[src/rtl/lcd_pkg.sv]
// Shared LCD command bytes, line geometry and arbiter state encoding.
package lcd_pkg;

    localparam logic [7:0] CMD_FUNC_SET = 8'h3C;
    localparam logic [7:0] CMD_DISP_ON  = 8'h0C;
    localparam logic [7:0] CMD_ENTRY    = 8'h06;
    localparam logic [7:0] CMD_CLEAR    = 8'h01;
    localparam logic [7:0] CMD_ADDR_L1  = 8'h80;
    localparam logic [7:0] CMD_ADDR_L2  = 8'hC0;

    localparam logic [3:0] LAST_CHAR = 4'd15;

    typedef enum logic [3:0] {
        ST_INIT_FS, ST_INIT_ON, ST_INIT_EM, ST_INIT_CLR, ST_CLR_WAIT,
        ST_IDLE, ST_ADDR, ST_CHAR, ST_FIN
    } state_t;

    // States that put a byte on the bus and therefore need a write slot.
    function automatic logic is_write(state_t s);
        return s inside {ST_INIT_FS, ST_INIT_ON, ST_INIT_EM, ST_INIT_CLR, ST_ADDR, ST_CHAR};
    endfunction

endpackage

[src/rtl/lcd_write_slot.sv]
// One LCD write slot: E_DIV cycles with lcd_e low, then E_DIV cycles high.
// 'load' marks the edge at which the next slot begins, so slots can run back to back.
module lcd_write_slot #(
    parameter int E_DIV = 5
) (
    input  logic clk,
    input  logic rst,
    input  logic want,
    output logic load,
    output logic done,
    output logic lcd_e
);

    localparam int CW = $clog2(2 * E_DIV);

    logic          busy;
    logic [CW-1:0] cnt;

    assign done  = busy && (cnt == CW'(2 * E_DIV - 1));
    assign load  = want && (!busy || done);
    assign lcd_e = busy && (cnt >= CW'(E_DIV));

    always_ff @(posedge clk) begin
        if (rst) begin
            busy <= 1'b0;
            cnt  <= '0;
        end else if (load) begin
            busy <= 1'b1;
            cnt  <= '0;
        end else if (done) begin
            busy <= 1'b0;
            cnt  <= '0;
        end else if (busy) begin
            cnt <= cnt + 1'b1;
        end
    end

endmodule

[src/rtl/lcd_line_arbiter.sv]
// Two-requester arbiter for a 16x2 character LCD: runs the init sequence, then writes whole lines.
// Define LCD_ARB_RR_EN for round-robin tie breaking; default build uses fixed priority to req0.
module lcd_line_arbiter
    import lcd_pkg::*;
#(
    parameter int E_DIV    = 5,
    parameter int CLR_WAIT = 200
) (
    input  logic       clk,
    input  logic       rst,
    input  logic       req0,
    input  logic       req1,
    input  logic [7:0] char0,
    input  logic [7:0] char1,
    output logic [3:0] char_idx,
    output logic       gnt0,
    output logic       gnt1,
    output logic       done,
    output logic       ready,
    output logic       lcd_e,
    output logic       lcd_rs,
    output logic       lcd_rw,
    output logic [7:0] lcd_data
);

    localparam int WW = $clog2(CLR_WAIT + 1);

    state_t          state, next_state;
    logic            slot_want, slot_load, slot_done;
    logic [WW-1:0]   wait_cnt;
    logic [3:0]      char_cnt;
    logic            pick0, pick1;
    logic [7:0]      next_byte;
`ifdef LCD_ARB_RR_EN
    logic            last1;
`endif

    lcd_write_slot #(.E_DIV(E_DIV)) u_slot (
        .clk   (clk),
        .rst   (rst),
        .want  (slot_want),
        .load  (slot_load),
        .done  (slot_done),
        .lcd_e (lcd_e)
    );

    assign lcd_rw = 1'b0;

    always_ff @(posedge clk) begin
        if (rst) state <= ST_INIT_FS;
        else     state <= next_state;
    end

    always_comb begin
        next_state = state;
        pick0      = 1'b0;
        pick1      = 1'b0;
        case (state)
            ST_INIT_FS:  if (slot_done) next_state = ST_INIT_ON;
            ST_INIT_ON:  if (slot_done) next_state = ST_INIT_EM;
            ST_INIT_EM:  if (slot_done) next_state = ST_INIT_CLR;
            ST_INIT_CLR: if (slot_done) next_state = ST_CLR_WAIT;
            ST_CLR_WAIT: if (wait_cnt == WW'(CLR_WAIT - 1)) next_state = ST_IDLE;
            ST_IDLE: begin
`ifdef LCD_ARB_RR_EN
                pick1 = req1 && (!req0 || !last1);
`else
                pick1 = req1 && !req0;
`endif
                pick0 = req0 && !pick1;
                if (pick0 || pick1) next_state = ST_ADDR;
            end
            ST_ADDR:     if (slot_done) next_state = ST_CHAR;
            ST_CHAR:     if (slot_done && char_cnt == LAST_CHAR) next_state = ST_FIN;
            ST_FIN:      next_state = ST_IDLE;
            default:     next_state = ST_INIT_FS;
        endcase

        slot_want = is_write(next_state);
        done      = (state == ST_FIN);

        // Expose the upcoming index during the last cycle of a char slot so the
        // requester's byte is valid at the edge where the next slot captures it.
        char_idx = char_cnt;
        if (state == ST_CHAR && slot_done && char_cnt != LAST_CHAR)
            char_idx = char_cnt + 4'd1;

        case (next_state)
            ST_INIT_FS:  next_byte = CMD_FUNC_SET;
            ST_INIT_ON:  next_byte = CMD_DISP_ON;
            ST_INIT_EM:  next_byte = CMD_ENTRY;
            ST_INIT_CLR: next_byte = CMD_CLEAR;
            ST_ADDR:     next_byte = pick1 ? CMD_ADDR_L2 : CMD_ADDR_L1;
            ST_CHAR:     next_byte = gnt1 ? char1 : char0;
            default:     next_byte = lcd_data;
        endcase
    end

    always_ff @(posedge clk) begin
        if (rst) begin
            lcd_data <= 8'h00;
            lcd_rs   <= 1'b0;
            gnt0     <= 1'b0;
            gnt1     <= 1'b0;
            ready    <= 1'b0;
            wait_cnt <= '0;
            char_cnt <= '0;
`ifdef LCD_ARB_RR_EN
            last1    <= 1'b1;
`endif
        end else begin
            if (slot_load) begin
                lcd_data <= next_byte;
                lcd_rs   <= (next_state == ST_CHAR);
            end
            wait_cnt <= (state == ST_CLR_WAIT) ? wait_cnt + 1'b1 : '0;
            if (state == ST_CLR_WAIT && next_state == ST_IDLE) ready <= 1'b1;
            if (state == ST_IDLE && next_state == ST_ADDR) begin
                gnt0  <= pick0;
                gnt1  <= pick1;
`ifdef LCD_ARB_RR_EN
                last1 <= pick1;
`endif
            end
            if (state == ST_CHAR && slot_done) char_cnt <= char_cnt + 4'd1;
            if (state == ST_FIN) begin
                gnt0     <= 1'b0;
                gnt1     <= 1'b0;
                char_cnt <= '0;
            end
        end
    end

endmodule

[config.mk]
export PLATFORM = sky130hd
export DESIGN_NAME = lcd_line_arbiter
export DESIGN_NICKNAME = d
export VERILOG_FILES = /design/src/rtl/lcd_pkg.sv /design/src/rtl/lcd_write_slot.sv /design/src/rtl/lcd_line_arbiter.sv
export SDC_FILE = /design/constraint.sdc
export NUM_CORES = 1
export LEC_CHECK = 0
export BUFFER_PORTS_ARGS = -buffer_cell sky130_fd_sc_hd__buf_2
export CORE_MARGIN = 4
export CORE_UTILIZATION = 48
export DETAILED_ROUTE_END_ITERATION = 8
export PLACE_DENSITY = 0.83
export SLEW_MARGIN = 20
export SYNTH_ARGS = -nofsm -noshare
export SYNTH_HDL_FRONTEND = slang
export SYNTH_SLANG_ARGS = --single-unit
[constraint.sdc]
create_clock -name clk -period 2.02 [get_ports clk]
set_input_delay 0.101 -clock clk [delete_from_list [all_inputs] [get_ports clk]]
set_output_delay 0.101 -clock clk [all_outputs]
set_load 0.02 [all_outputs]
==> results by group, run 1 <==
Timing
  • Final worst setup slack: -0.101 ns
  • Max_slew headroom: 64.0%
  • Final setup viols: 12
  • FMAX: roughly 470 MHz
  • Setup tns final: -0.524 ns
  • Period utilisation layout: 105%
  • Worst Max-Slew Pin Slew: about 0.54 ns
  • Hold Vio Cnt, Final: 0
  • Fin crit period: around 2.1 ns
  • RSZ-0062 raised after global routing: yes
  • Max-slew violation total from the final report: 0
  • Clock skew: 0.00827 ns

CTS
  • H-tree levels: 2
  • Num CTS Buffers: 5
  • Sink Count: 33
  • Max clock buf depth: 2
  • CTS tree: built
  • CTS root buf: clkbuf_8
  • Worst skew pair latency: around 0.29 ns
  • Clk slew on worst S/H paths: around 0.070 ns

Synthesis
  • Number of synthesized flops with an enable pin: 0
  • Post-synthesis sequential area ratio: a little under two fifths
  • Synth area leader: dfxtp_1
  • Cell variety after synth: 52
  • Syn_area_per_cell: approximately 8.9 sq um
  • Fraction of registers with async set/reset: 0%
  • Synth area leaders: dfxtp_1, mux2i_1, nor2_1
  • Syn Nets: ~220
  • Register bit total from synthesis: 33
  • Top cell type's share of synthesized area: 37.2%
  • Syn. warnings: 0
  • Syn Inst Count: ~200
  • Netlist Area Pre-Place: approximately 0.0018 sq mm
  • Post-synth top flop: dfxtp_1

Worst setup path
  • FF-to-FF setup slack: -0.10 ns
  • CP required: around 2.2 ns
  • Critical Path AT: roughly 2.3 ns
  • Crit Path Class: flip-flop to flip-flop
  • Max FO, Critical Path: 6
  • Worst setup SP type: flip-flop
  • CP Capture Type: flip-flop

Layout
  • Area delta synth->final: 43.2%
  • Ant diodes: 0
  • Layout net count: 300
  • Commonest cells after routing, fill and taps aside: buf_2, buf_4, nor2_1, dfxtp_1, nand2_1
  • # fillers: about 260
  • Fraction of layout cells with a size suffix above 1: about 43%
  • Fin cells: ~320

Global routing
  • Initial antenna violation count: 0
  • Gr ovfl total: 0
  • First-pass GRT wire length: 7870 um
  • Largest net degree at the start of global routing: 14
  • Vias in the first global route: 1794
  • Global Route Usage Sum: 22.4%

Floorplan
  • Core Rows: 21
  • Starting Density: between 50% and 60%
  • Die height: 68.8 um
  • I/O pin cnt: 39
  • Placeable Area: about 0.0034 sq mm
  • Die area: between 0.004 and 0.005 sq mm
  • Chip Width: 68.8 um

Route
  • Detailed-route DRC error count: 0
  • DRT Wirelength: approximately 4800 um
  • Via/cell ratio: roughly 5.4
  • Post-DR wirelength/cell: 14.9 um
  • DRT Pass-1 Iters: 4
  • Initial drt markers: between 100 and 150
  • Via count: around 1800
  • Routed Antenna Nets: 0

Placed design
  • Detail Placement HPWL: between 3000 and 4000 um
  • Dpl ws: -0.0905 ns
  • Buffers added on ports: 37
  • Dpl cells: between 200 and 300
  • GPL Wtd Cong: between 0.8 and 0.9

Run
  • Max-Cap Viols: 0

Worst hold path
  • Worst min-delay path class: input pin to flip-flop

Run status
  • Failing checks: setup timing
  • Outcome: complete, but fails checks

Power and ir drop
  • Total power: 1230 uW
  • Pwr/cell area: 485 mW/mm^2
  • Max rail drop VDD: about 0.0004 V
  • Leakage: between 0.001 and 0.0015 uW
-- registers in the layout, indices dropped and copies added (netlist names), 4 cells and up --
signal	count
lcd_data	8
u_slot.cnt	4
char_cnt	4
state	4
wait_cnt	8
-- path summary, 6_finish.rpt --
| check | startpoint | endpoint | depth (start not counted) |
|---|---|---|---|
| worst max register to register | char_cnt[0] | lcd_rs | 8 |
| worst min register to register | ready | ready | 2 |
| worst min-delay path | req0 | gnt1 | 2 |
| worst max-delay path | char_cnt[0] | lcd_rs | 8 |
-- cells by family (layout without fill, tap and decap cells) --
group | after synthesis | count (layout) | share of synthesized area (%)
adder cells (fa/ha/maj) | 5 | 5 | 3.53
flip-flops | 33 | 33 | 37.2
buffers and inverters | 16 | 92 | 4.44
AO/OA/AOI/OAI | 32 | 32 | 14.2
AND/OR/NAND/NOR | 86 | 87 | 26.4
XOR/XNOR | 12 | 12 | 5.92
multiplexers | 14 | 14 | 8.11
other | 1 | 1 | 0.211
-- cell usage after synthesis (5+ instances only) --
| master | number |
|---|---|
| nor2_1 | 27 |
| ha_1 | 5 |
| mux2i_1 | 11 |
| o21ai_0 | 6 |
| a21oi_1 | 9 |
| nand3_1 | 7 |
| inv_1 | 9 |
| nand2_1 | 16 |
| xor2_1 | 10 |
| dfxtp_1 | 33 |
-- routing by layer --
layer / global-route usage, % / share of wire [%]
met1: 27.5 / 43
met2: 37.2 / 49
met3: 5.02 / 5.7
met5: 0 / 0
met4: 10.2 / 2.4
-- per-stage QoR --
step / utilization [%] / hold WS (ns) / cell area, sq um
2_1_floorplan: - / 0.197 / 1840
3_3_place_gp: 64.4 / 0.332 / 2220
3_5_place_dp: 64.4 / 0.359 / 2220
4_1_cts: 70.8 / 0.0535 / 2440
5_1_grt: 73.8 / 0.0769 / 2540
6_report: 73.8 / 0.0616 / 2540
-- worst max-delay path, cell delays in order, from the launching register on --
cell and delay (ns):
dfxtp_2 0.34, ha_4 0.18, and3_4 0.19, o221a_4 0.29, a311oi_4 0.32, buf_6 0.17, nand2_4 0.06, or3_1 0.36
a21oi_2 0.13
-- what timing repair did --
action                                  in CTS  in global routing
gates cloned                                 1                  0
hold buffers                                 0                  0
endpoints found under the setup margin      12                 16
setup buffers                               11                  4
resized for setup                           14                 16
pin swaps                                   13                  3
-- power breakdown --
part	internal [uW]	switching, uW
registers	658	4.99
logic	37.4	47.8
clock network	239	246
total	934	298
-- area by class of cell --
| class | instances | area [sq um] | share of cell area [%] |
|---|---|---|---|
| clock buffers | 6 | 72.6 | 2.86 |
| repair buffers | 75 | 523 | 20.6 |
| flip-flops and latches | 33 | 671 | 26.4 |
| multi-input cells | 151 | 1170 | 46.2 |
| inverters | 9 | 33.8 | 1.33 |
| clock inverters | 2 | 10.0 | 0.394 |
| well taps | 46 | 57.6 | 2.27 |
Power figures use the tool's default switching activity.
==> run 2, diff against run 1 <==
- ABC_AREA: not set -> 1
- CORE_UTILIZATION: 48 -> 49
- PLACE_DENSITY: 0.83 -> 0.84
==> run 2 against run 1 <==
Compared with the run above: the flow now finishes without violations; combinational power increased by 5.5%; sequential share of layout area increased by 3.4 points; sequential power about the same; critical path type unchanged; largest cell class unchanged; largest power group unchanged.
==> results by group, run 2 <==
Synthesis
  • Number of synthesized flops with an enable pin: 0 (unchanged)
  • Syn. warnings: 0 (unchanged)
  • Register bit total from synthesis: 33 (unchanged)
  • Most common cell in the synthesized netlist: nand2_1
  • Synth area leader: dfxtp_1
  • Syn Inst Count: 269 (+35%)
  • Fraction of registers with async set/reset: 0% (unchanged)
  • Syn Nets: 294 (+31%)
  • Synth area leaders: dfxtp_1, nand2_1, nor2_1
  • Cell variety after synth: 33 (-37%)
  • Top cell type's share of synthesized area: 36.1% (-1.1 points)
  • Syn_area_per_cell: 6.80 sq um (-24%)
  • Netlist Area Pre-Place: 0.00183 sq mm (+3.2%)
  • Post-synthesis sequential area ratio: 36.1% (-1.1 points)
  • Post-synth top flop: dfxtp_1
  • Most frequent cells after synthesis: nand2_1, nor2_1, inv_1, dfxtp_1, nand3_1

Global routing
  • Vias in the first global route: 1604 (-11%)
  • Met2 global-route usage: 27.2% (-10 points)
  • Most Used Layer, Global Route: met2
  • First-pass GRT wire length: 6960 um (-11%)
  • Global Route Usage Sum: 17.9% (-4.5 points)
  • Initial antenna violation count: 0 (unchanged)
  • GR Util met1: 23.1% (-4.4 points)
  • Gr ovfl total: 0 (unchanged)
  • Largest net degree at the start of global routing: 15 (+1)
  • GRT met3 Usage: 5.23% (+0.21 points)

Worst setup path
  • Crit Path Class: flip-flop to flip-flop
  • Crit path to: lcd_data[4]
  • Max FO, Critical Path: 9 (+3)
  • Crit path launch: char_cnt[0]
  • Critical Path AT: 2.03 ns (-0.31 ns)
  • CP Cell Sequence: ha_1 > nand3_1 > inv_2 > nand3_1 > nand2_2 > nand3_2 > nand2_2 > nand2_4 > inv_6 > nand2_1 > nand2_1 > a21oi_1
  • Worst flop-to-flop path endpoint: lcd_data[4]
  • CP Depth: 12 (+4)
  • Worst setup SP type: flip-flop
  • CP Capture Type: flip-flop
  • Worst r2r path cells: 12 (+4)
  • CP top delay family: simple AND/OR/NAND/NOR gates
  • CP required: 2.18 ns (-0.06 ns)
  • Slowest CP cell: dfxtp_1
  • RR Startpoint: char_cnt[0]
  • Slowest stage delay, CP: 0.41 ns (+0.05 ns)
  • FF-to-FF setup slack: 0.15 ns (+0.25 ns)
  • Worst Path Buf+Inv: 2 (+1)

Placed design
  • Buffers added on ports: 37 (unchanged)
  • Placed Instance Area: 0.00207 sq mm (-6.8%)
  • Dpl ws: 0.0758 ns (+0.166 ns)
  • GPL Wtd Cong: 0.863 (+1.6%)
  • Detail Placement HPWL: 3070 um (-6.0%)

Timing
  • Max-slew violation total from the final report: 0 (unchanged)
  • FMAX: 534 MHz (+13%)
  • Final worst setup slack: 0.148 ns (+0.248 ns)
  • Fin crit period: 1.87 ns (-0.248 ns)
  • Hold Vio Cnt, Final: 0 (unchanged)
  • Period utilisation layout: 92.7% (-12 points)
  • Clock skew: 0.00462 ns (-0.00366 ns)
  • Final setup viols: 0 (-12)

CTS
  • CTS root buf: clkbuf_8
  • Max clock buf depth: 2 (unchanged)
  • Worst skew pair latency: 0.28 ns (about the same)
  • Sink Count: 33 (unchanged)
  • CTS tree: built
  • Clk slew on worst S/H paths: 0.07 ns (about the same)
  • # hold bufs at CTS: 0 (unchanged)
  • Num CTS Buffers: 5 (unchanged)
  • H-tree levels: 2 (unchanged)

Layout
  • Ant diodes: 0 (unchanged)
  • Fraction of layout cells with a size suffix above 1: 24.4% (-19 points)
  • Multi-input gate area: 0.00104 sq mm (-12%)
  • Biggest regs: lcd_data: 8 flops, wait_cnt: 8 flops
  • Commonest cells after routing, fill and taps aside: nand2_1, nor2_1, inv_1, buf_2, dfxtp_1
  • # fillers: 322 (+25%)
  • Area delta synth->final: 21.3%
  • Fin area: 0.00222 sq mm (-13%)
  • Commonest non-fill, non-tap cell in the layout: nand2_1
  • Register area: 662 sq um (-1.3%)
  • Layout net count: 340 (+13%)

Route
  • Via count: 1786 (+1.9%)
  • Routed Antenna Nets: 0 (unchanged)
  • Initial drt markers: 82 (-33%)
  • Detailed-route DRC error count: 0 (unchanged)
  • DRT Pass-1 Iters: 4 (unchanged)
  • Post-DR wirelength/cell: 11.3 um (-24%)
  • Via/cell ratio: 4.93 (-9.4%)
  • DRT Wirelength: 4080 um (-15%)

Power and ir drop
  • Total power: 1240 uW (+0.25%)
  • Leakage: 0.00113 uW (-0.86%)
  • Max rail drop VDD: 0.000466 V (+17%)
  • Pwr/cell area: 556 mW/mm^2 (+15%)

Floorplan
  • Die area: 0.00478 sq mm (+0.95%)
  • Starting Density: 52.8% (+1.2 points)
  • Core Rows: 21 (unchanged)
  • Chip Width: 69.1 um (+0.47%)
  • Die height: 69.1 um (+0.47%)
  • I/O pin cnt: 39 (unchanged)
  • Placeable Area: 0.00347 sq mm (+0.76%)

Run status
  • Outcome: completed

Worst hold path
  • Hold Path Depth: 4 (+2)
  • Min-delay src: req0
  • Worst min-delay path class: input pin to flip-flop

Run
  • Max-Cap Viols: 0 (unchanged)
run 2: final cells by class:
type | count | area share, %
Clock inverter | 2 | 0.451
Multi-Input combinational cell | 192 | 46.7
Sequential cell | 33 | 29.8
Tap cell | 46 | 2.59
Clock buffer | 6 | 3.27
Timing Repair Buffer | 42 | 10.0
Inverter | 41 | 7.16
run 2: stage by stage:
stage | cells | util [%] | setup TNS [ns] | hold slack, ns
floorplan | 269 | - | 0 | 0.257
finish | 362 | 64.0 | 0 | 0.147
detailed placement | 350 | 59.6 | 0 | 0.441
global route | 362 | 64.0 | -0.000934 | 0.184
CTS | 359 | 62.5 | 0 | 0.136
global placement | 350 | 59.6 | 0 | 0.429
run 2: how the worst min path moves through the flow:
stage	to	slack (ns)
6_report	gnt1	0.15
5_1_grt	gnt1	0.18
4_1_cts	gnt1	0.14
3_5_place_dp	lcd_data[0]	0.44
3_3_place_gp	wait_cnt[0]	0.43
2_1_floorplan	u_slot.cnt[2]	0.26
run 2: kinds of logic after synthesis:
| logic type | Yosys count | share of synthesized area (%) |
|---|---|---|
| AOI/OAI and AO/OA | 27 | 8.34 |
| other | 1 | 0.205 |
| xor gates and xnor gates | 5 | 2.39 |
| muxes | 4 | 2.26 |
| adders and majority gates | 5 | 3.42 |
| buffers and inverters | 44 | 9.50 |
| DFF | 33 | 36.1 |
| and+or+nand+nor | 150 | 37.8 |
run 2: power by group:
group          leakage, uW  internal, uW  switching [uW]
registers         0.000268           659            7.13
clock network    0.0000450           239             240
logic             0.000812          35.8            54.1
run 2: tightest hold or removal path, cell delays in order:
cell and delay [ns]:
buf_2 0.09, nor2_1 0.05, inv_1 0.08, a21oi_1 0.06
run 2: timing repair:
item,in CTS,in global routing
gates resized for setup,3,9
pin swaps,2,1
setup endpoints to repair,3,14
buffers inserted,1,3
run 2: routing by layer:
layer | part of all wire (%) | up-vias
met3 | 6.6 | 9
met5 | 0 | -
met4 | 2.9 | 0
met2 | 44 | 54
li1 | - | 936
met1 | 46 | 787
